## config.mk

```make
export PLATFORM = sky130hd
export DESIGN_NAME = if_id_ctrl
export DESIGN_NICKNAME = d
export VERILOG_FILES = /design/src/rtl/if_id_ctrl.sv
export SDC_FILE = /design/constraint.sdc
export NUM_CORES = 1
export LEC_CHECK = 0
export BUFFER_PORTS_ARGS = -buffer_cell sky130_fd_sc_hd__buf_2
export CORE_MARGIN = 2
export CORE_UTILIZATION = 57
export CTS_BUF_LIST = sky130_fd_sc_hd__clkbuf_8
export CTS_CLUSTER_DIAMETER = 50
export DETAILED_ROUTE_END_ITERATION = 16
export PLACE_DENSITY = 0.95
export SYNTH_ARGS = -nofsm -noshare
export SYNTH_HDL_FRONTEND = slang
export SYNTH_SLANG_ARGS = --single-unit
```

## constraint.sdc

```tcl
create_clock -name clk -period 3.51 [get_ports clk]
set_input_delay 0.351 -clock clk [delete_from_list [all_inputs] [get_ports clk]]
set_output_delay 0.351 -clock clk [all_outputs]
set_load 0.005 [all_outputs]
```

## src/rtl/if_id_ctrl.sv

```systemverilog
// if_id_ctrl: sequences PC and IF/ID enables, NOP bubbles and stalls for hazards, branches, imem waits and HALT
module if_id_ctrl #(
  parameter logic [15:0] NOP_INSTR = 16'h0800,
  parameter int IMEM_TIMEOUT = 64,
  parameter int CNT_W = 16
) (
  input  logic clk,
  input  logic rst,
  input  logic imem_stall,
  input  logic ex_branch_taken,
  input  logic idex_mem_read,
  input  logic [2:0] idex_rd,
  input  logic [2:0] ifid_rs,
  input  logic [2:0] ifid_rt,
  input  logic ifid_uses_rs,
  input  logic ifid_uses_rt,
  input  logic id_halt,
  output logic pc_we,
  output logic ifid_we,
  output logic ifid_nop,
  output logic idex_bubble,
  output logic halted,
  output logic imem_err,
  output logic [CNT_W-1:0] stall_count
);
  localparam int WW = $clog2(IMEM_TIMEOUT + 1);
  typedef enum logic [1:0] {RUN, LU_HOLD, IMEM_WAIT, HALT} state_t;
  state_t state, state_nxt;
  logic [WW-1:0] wait_cnt, wait_inc;
  logic lu_hazard;
  if (IMEM_TIMEOUT < 1 || CNT_W < 1 || $bits(NOP_INSTR) != 16) begin : g_bad_params
    $error("if_id_ctrl: invalid parameters");
  end
  assign lu_hazard = idex_mem_read & ((ifid_uses_rs & (ifid_rs == idex_rd)) | (ifid_uses_rt & (ifid_rt == idex_rd)));
  assign wait_inc = (wait_cnt == WW'(IMEM_TIMEOUT)) ? wait_cnt : wait_cnt + 1'b1;
  assign halted = state == HALT;
  // prioritised Mealy decode: branch flush beats halt, load-use and fetch stalls
  always_comb begin
    pc_we = 1'b1;
    ifid_we = 1'b1;
    ifid_nop = 1'b0;
    idex_bubble = 1'b0;
    state_nxt = RUN;
    if (state == HALT) begin
      pc_we = 1'b0;
      ifid_we = 1'b0;
      state_nxt = HALT;
    end else if (ex_branch_taken) begin
      ifid_nop = 1'b1;
      idex_bubble = 1'b1;
    end else if (state == RUN && id_halt) begin
      pc_we = 1'b0;
      ifid_we = 1'b0;
      state_nxt = HALT;
    end else if (state == RUN && lu_hazard) begin
      pc_we = 1'b0;
      ifid_we = 1'b0;
      idex_bubble = 1'b1;
      state_nxt = LU_HOLD;
    end else if (imem_stall) begin
      pc_we = 1'b0;
      ifid_we = state != LU_HOLD;
      ifid_nop = 1'b1;
      state_nxt = IMEM_WAIT;
    end
  end
  // state, fetch-wait timer, sticky timeout flag and saturating stall counter
  always_ff @(posedge clk or posedge rst) begin
    if (rst) begin
      state <= RUN;
      wait_cnt <= '0;
      imem_err <= 1'b0;
      stall_count <= '0;
    end else begin
      state <= state_nxt;
      wait_cnt <= (state_nxt == IMEM_WAIT) ? wait_inc : '0;
      imem_err <= imem_err | (state_nxt == IMEM_WAIT && wait_inc == WW'(IMEM_TIMEOUT));
      stall_count <= stall_count + CNT_W'(!pc_we && state != HALT && state_nxt != HALT && stall_count != '1);
    end
  end
endmodule

```

# == After elaboration in Yosys (flattened, before gate mapping) ==
# Cells that the tools add are included.
# totals
register_bits,26
input_bits,17
out_inout_bits,22
word_cells,55
# classes
add_sub_neg,2
n_eq_ne,10
n_mux,26
n_bitwise,5
reduce_logical,8
# op_table
cell,count
$mux W1,19
$add A16 B1 Y16,1
$ne A16 B16 Y1 const B,1
$eq A7 B7 Y1 const B,2
$mux W7,2
$mux W2,5
$add A7 B1 Y7 const B,1
$eq A3 B3 Y1,2
$logic_and A1 B1 Y1,6
$eq A2 B2 Y1 const B,2
$ne A2 B2 Y1 const B,2
$and A1 B1 Y1,3
$logic_not A2 Y1,1
$ne A2 B1 Y1 const B,1
$or A1 B1 Y1,2
$logic_not A1 Y1,1

# == Longest topological paths before layout ==
# depth
word_depth,14
depth_mapped,11
mapped_depth_nobuf,11

# == Worst setup path before layout ==
# Ideal clock, no wire load.
# synth_timing
path_kind,flip-flop to flip-flop
startpoint,register state[0]
endpoint,register stall_count[12]
setup_ns,0.123
t_arrival_ns,2.302
t_required_ns,3.387
slack_ns,1.085
stages_incl_launch_ff,12
n_path_buf,0
synth_period_minus_slack_ns,2.425
cell_sequence,dfrtp_1 -> nand2_1 -> inv_1 -> or3_1 -> a221oi_1 -> ha_1 -> ha_1 -> nand2_1 -> or2_2 -> nor2_1 -> nand3_1 -> xnor2_1
# synth_between
word_cells_on_any_way,19
cone_classes,add/sub: 1; eq/ne: 3; mux: 8; reduce/logical: 7
# synth_lines
item,line,source
"start, declared",28,"state_t state, state_nxt;"
"start signal, assigned",75,state <= state_nxt;
$eq A2 B2 Y1 *,--,
named net halted,22,"output logic halted,"
$mux W1,44,if (state == HALT) begin
$logic_not A1 Y1,78,stall_count <= stall_count + CNT_W'(!pc_we && state != HALT && state_nxt != HALT && stall_count != '1);
$logic_and A1 B1 Y1,78,
$logic_and A1 B1 Y1 * (2 in a row),78,
$add A16 B1 Y16 *,78,
"end signal, assigned",78,
"end, declared",24,output logic [CNT_W-1:0] stall_count
# Mark *: on every way through the listed nets, which the timed path passes. The rest lies on a longest branch.

# == Final worst setup path ==
# layout_timing
startpoint,register state[0]
endpoint,register stall_count[14]
# layout_between
elab_chain_cells,11
word_cells_on_any_way,19
cone_classes,add/sub: 1; eq/ne: 3; mux: 8; reduce/logical: 7
# layout_lines
item,line,source
$logic_not A2 Y1,"51, 55",
$logic_and A1 B1 Y1,55,end else if (state == RUN && lu_hazard) begin
$mux W1,55,
$mux W1,51,end else if (state == RUN && id_halt) begin
$mux W1,48,end else if (ex_branch_taken) begin
$mux W1,44,
$logic_not A1 Y1,78,
$logic_and A1 B1 Y1,78,
$logic_and A1 B1 Y1 * (2 in a row),78,
$add A16 B1 Y16 *,78,
# Mark *: on every way between the ends. The rest lies on a longest branch, timed or not.

==> reports/metrics.cfg <==
[power]
pleak_nw = 0.801
powerDensity_nw_per_um2 = 321
share_of_power_burned_in_registers = 0.577
power.total_mw = 0.521
power.clock.fraction = 0.370
net-switching-power_mw = 0.108
combPwrFrac = 0.053
swShare = 0.208
worst_ir_drop_vdd_v = 0.000233
internal_power_mw = 0.412

[finish]
area_growth_syn_to_layout_pct = 20.9
num_antenna_cells = 0
layout.cell_area.non_filler_um2 = 1620
final_nets = 199
final_util = 0.734
final_layout_size_suffix_gt1_frac = 0.254

[logic_synthesis]
synth.largest_area_cell = dfrtp_1
post_synthesis_net_count = 156
synth-seq-cells = 26
synth_seq_area_share = 0.485
synth_cell_types = 25
netlist.area_leader.share = 0.485
mappedNetlistArea_um2 = 1340
avgSynthCellArea_um2 = 9.94
synthesis.yosys.warnings = 0
syn_inst = 135
synthTopCellsByArea = dfrtp_1 48%, xnor2_1 13%, nand2_1 4.5%, nor2_1 4.2%, xor2_1 3.9%

[die]
design.portCount = 39
core.rowCount = 17
die_height_um = 52.5
die_width_um = 52.5
floorplan.initialDensity = 0.607
die_area_um2 = 2760
core_area_um2 = 2210

[critical_path]
worst_setup_path_end_kind = flop
worstPathMaxFanout = 7
worst-endpoint-required_ns = 3.67
setup.worst_path.start_class = flop
critPathArrivalTime_ns = 2.95
critPathKind = reg2reg

[flow_run]
maxCapViolations = 0

[placement]
routabilityCongestion = 0.788
port-buffer-count = 38
post-dp-hpwl_mm = 2.26
pre_cts_slack_ns = 0.786
dpl_cell_area_um2 = 1570

[global_route]
via_count_of_the_first_global_routing_pass = 1124
initial_antenna_violation_count = 0
gr-usage-met1 = 0.300
grt_util_met2 = 0.433
globalRouteOverflowTotal = 0
grt_first_pass_wirelength_mm = 5.04
globalRouteTotalUtil = 0.247
globalRoute.busiestLayer = met2
grt_max_degree = 27
grtUsageMet3 = 0.0400

[route]
drt_wl_total_mm = 3.02
post-route-drc-count = 0
routedWlPerCell_um = 14.7
via_count = 1112
route.detailed.vias_per_inst = 5.42
drtAntennaViolNets = 0
drt_first_pass_iters = 4
detailedRoute.firstIterationViolations = 12

[sta]
finalClockSkew_ns = 0.00292
grt_setup_unrepaired = false
max_freq_mhz = 358
number_of_failing_setup_endpoints_in_the_final_timing_report = 0
setup_slack_ns = 0.720
timing_worst_slew_pin_value_ns = 0.980
finalCriticalPeriod_ns = 2.79
finalMaxSlewViolations = 0
setup-tns-final_ns = 0
post-route-period-util = 0.795
maxSlewHeadroom = 0.346
count_of_endpoints_failing_hold_in_the_final_timing_report = 0

[clock_tree]
tritoncts = yes
clock-sinks = 26
cts.root.buffer_cell = clkbuf_8
cts_max_level = 1
clkLatencyLatePin_ns = 0.27
clk_pin_slew_ns = 0.09
ctsResizeCount = 0
clock_buffer_depth = 2
cts-hold-fix-buffers = 0
total_cts_buffers = 3
post_cts_buffers = 0

[run_status]
status = completed

[min_path]
timing.hold.worst.class = in2async

worst paths after layout:
path,startpoint,endpoint,slack [ns],depth (start not counted)
setup / recovery,state[0],stall_count[14],0.72,11
hold / removal,rst,wait_cnt[4],0.30,2
setup reg to reg,state[0],stall_count[14],0.72,11
hold reg to reg,imem_err,imem_err,0.48,1
max in group asynchronous,rst,stall_count[15],2.62,2
min in group clk,ex_branch_taken,state[0],0.37,2
state kept, by name, indices dropped and copies added (netlist names):
signal / cells
stall_count: 16
state: 2
imem_err: 1
wait_cnt: 7
kinds of logic after synthesis:
| group | count (synthesis) | share of synthesized area |
|---|---|---|
| AOI/OAI and AO/OA | 13 | 0.0662 |
| adders and majority gates | 4 | 0.0373 |
| and+or+nand+nor | 59 | 0.217 |
| DFF | 26 | 0.485 |
| xor gates and xnor gates | 26 | 0.170 |
| muxes | 1 | 0.00839 |
| buffers and inverters | 6 | 0.0168 |
power by group through the flow:
stage          logic [mW]  registers, mW  clock network, mW
2_1_floorplan      0.0125          0.306                  0
3_3_place_gp       0.0257          0.306                  0
3_5_place_dp       0.0278          0.306                  0
4_1_cts            0.0279          0.300              0.193
5_1_grt            0.0312          0.300              0.205
6_report           0.0277          0.300              0.193
synthesized netlist by cell type:
cell type  number
dfrtp_1        26
xnor2_1        20
nand2_1        16
nor2_1         15
nand3_1         7
inv_1           6
nand4_1         6
xor2_1          6
nor3_1          5
and3_1          4
ha_1            4
o21ai_0         4
and2_1          2
o21a_1          2
o31ai_1         2
a21o_1          1
a21oi_1         1
a221oi_1        1
a41o_1          1
mux2_1          1
nor3_4          1
o211ai_1        1
or2_2           1
or3_1           1
or3_4           1
critical path, stage by stage (launching register included):
cell      delay, ns
dfrtp_1        0.41
nand2_1        0.21
inv_1          0.13
or3_1          0.38
a221oi_1       0.25
ha_1           0.24
ha_1           0.22
nand2_1        0.06
or2_2          0.31
nor2_1         0.21
nand3_1        0.13
xnor2_1        0.14
cells in the final DEF (no fill, tap or decap), drive strengths merged, types with 4 or more instances in the layout:
master  Yosys  layout
and3        4       4
buf         0      38
clkbuf      0       4
dfrtp      26      26
ha          4       4
inv         6       6
nand2      16      16
nand3       7       7
nand4       6       6
nor2       15      15
nor3        6       6
o21ai       4       4
xnor2      20      20
xor2        6       6
stage by stage:
| stage | std cells | hold WS (ns) |
|---|---|---|
| 2_1_floorplan | 135 | 0.391 |
| 3_3_place_gp | 201 | 0.446 |
| 3_5_place_dp | 201 | 0.469 |
| 4_1_cts | 205 | 0.323 |
| 5_1_grt | 205 | 0.374 |
| 6_report | 205 | 0.298 |
layer usage:
metal	share of wire	up-vias
li1	-	544
met1	0.42	532
met2	0.53	28
met3	0.030	8
met4	0.018	0
met5	0	-
cell type report:
cell class,count,area [um^2]
clock buffers,4,55.1
fillers,178,589
inverters,6,22.5
multi-input cells,103,669
flip-flops and latches,26,651
well taps,28,35.0
repair buffers,38,190
Power figures use the tool's default switching activity.
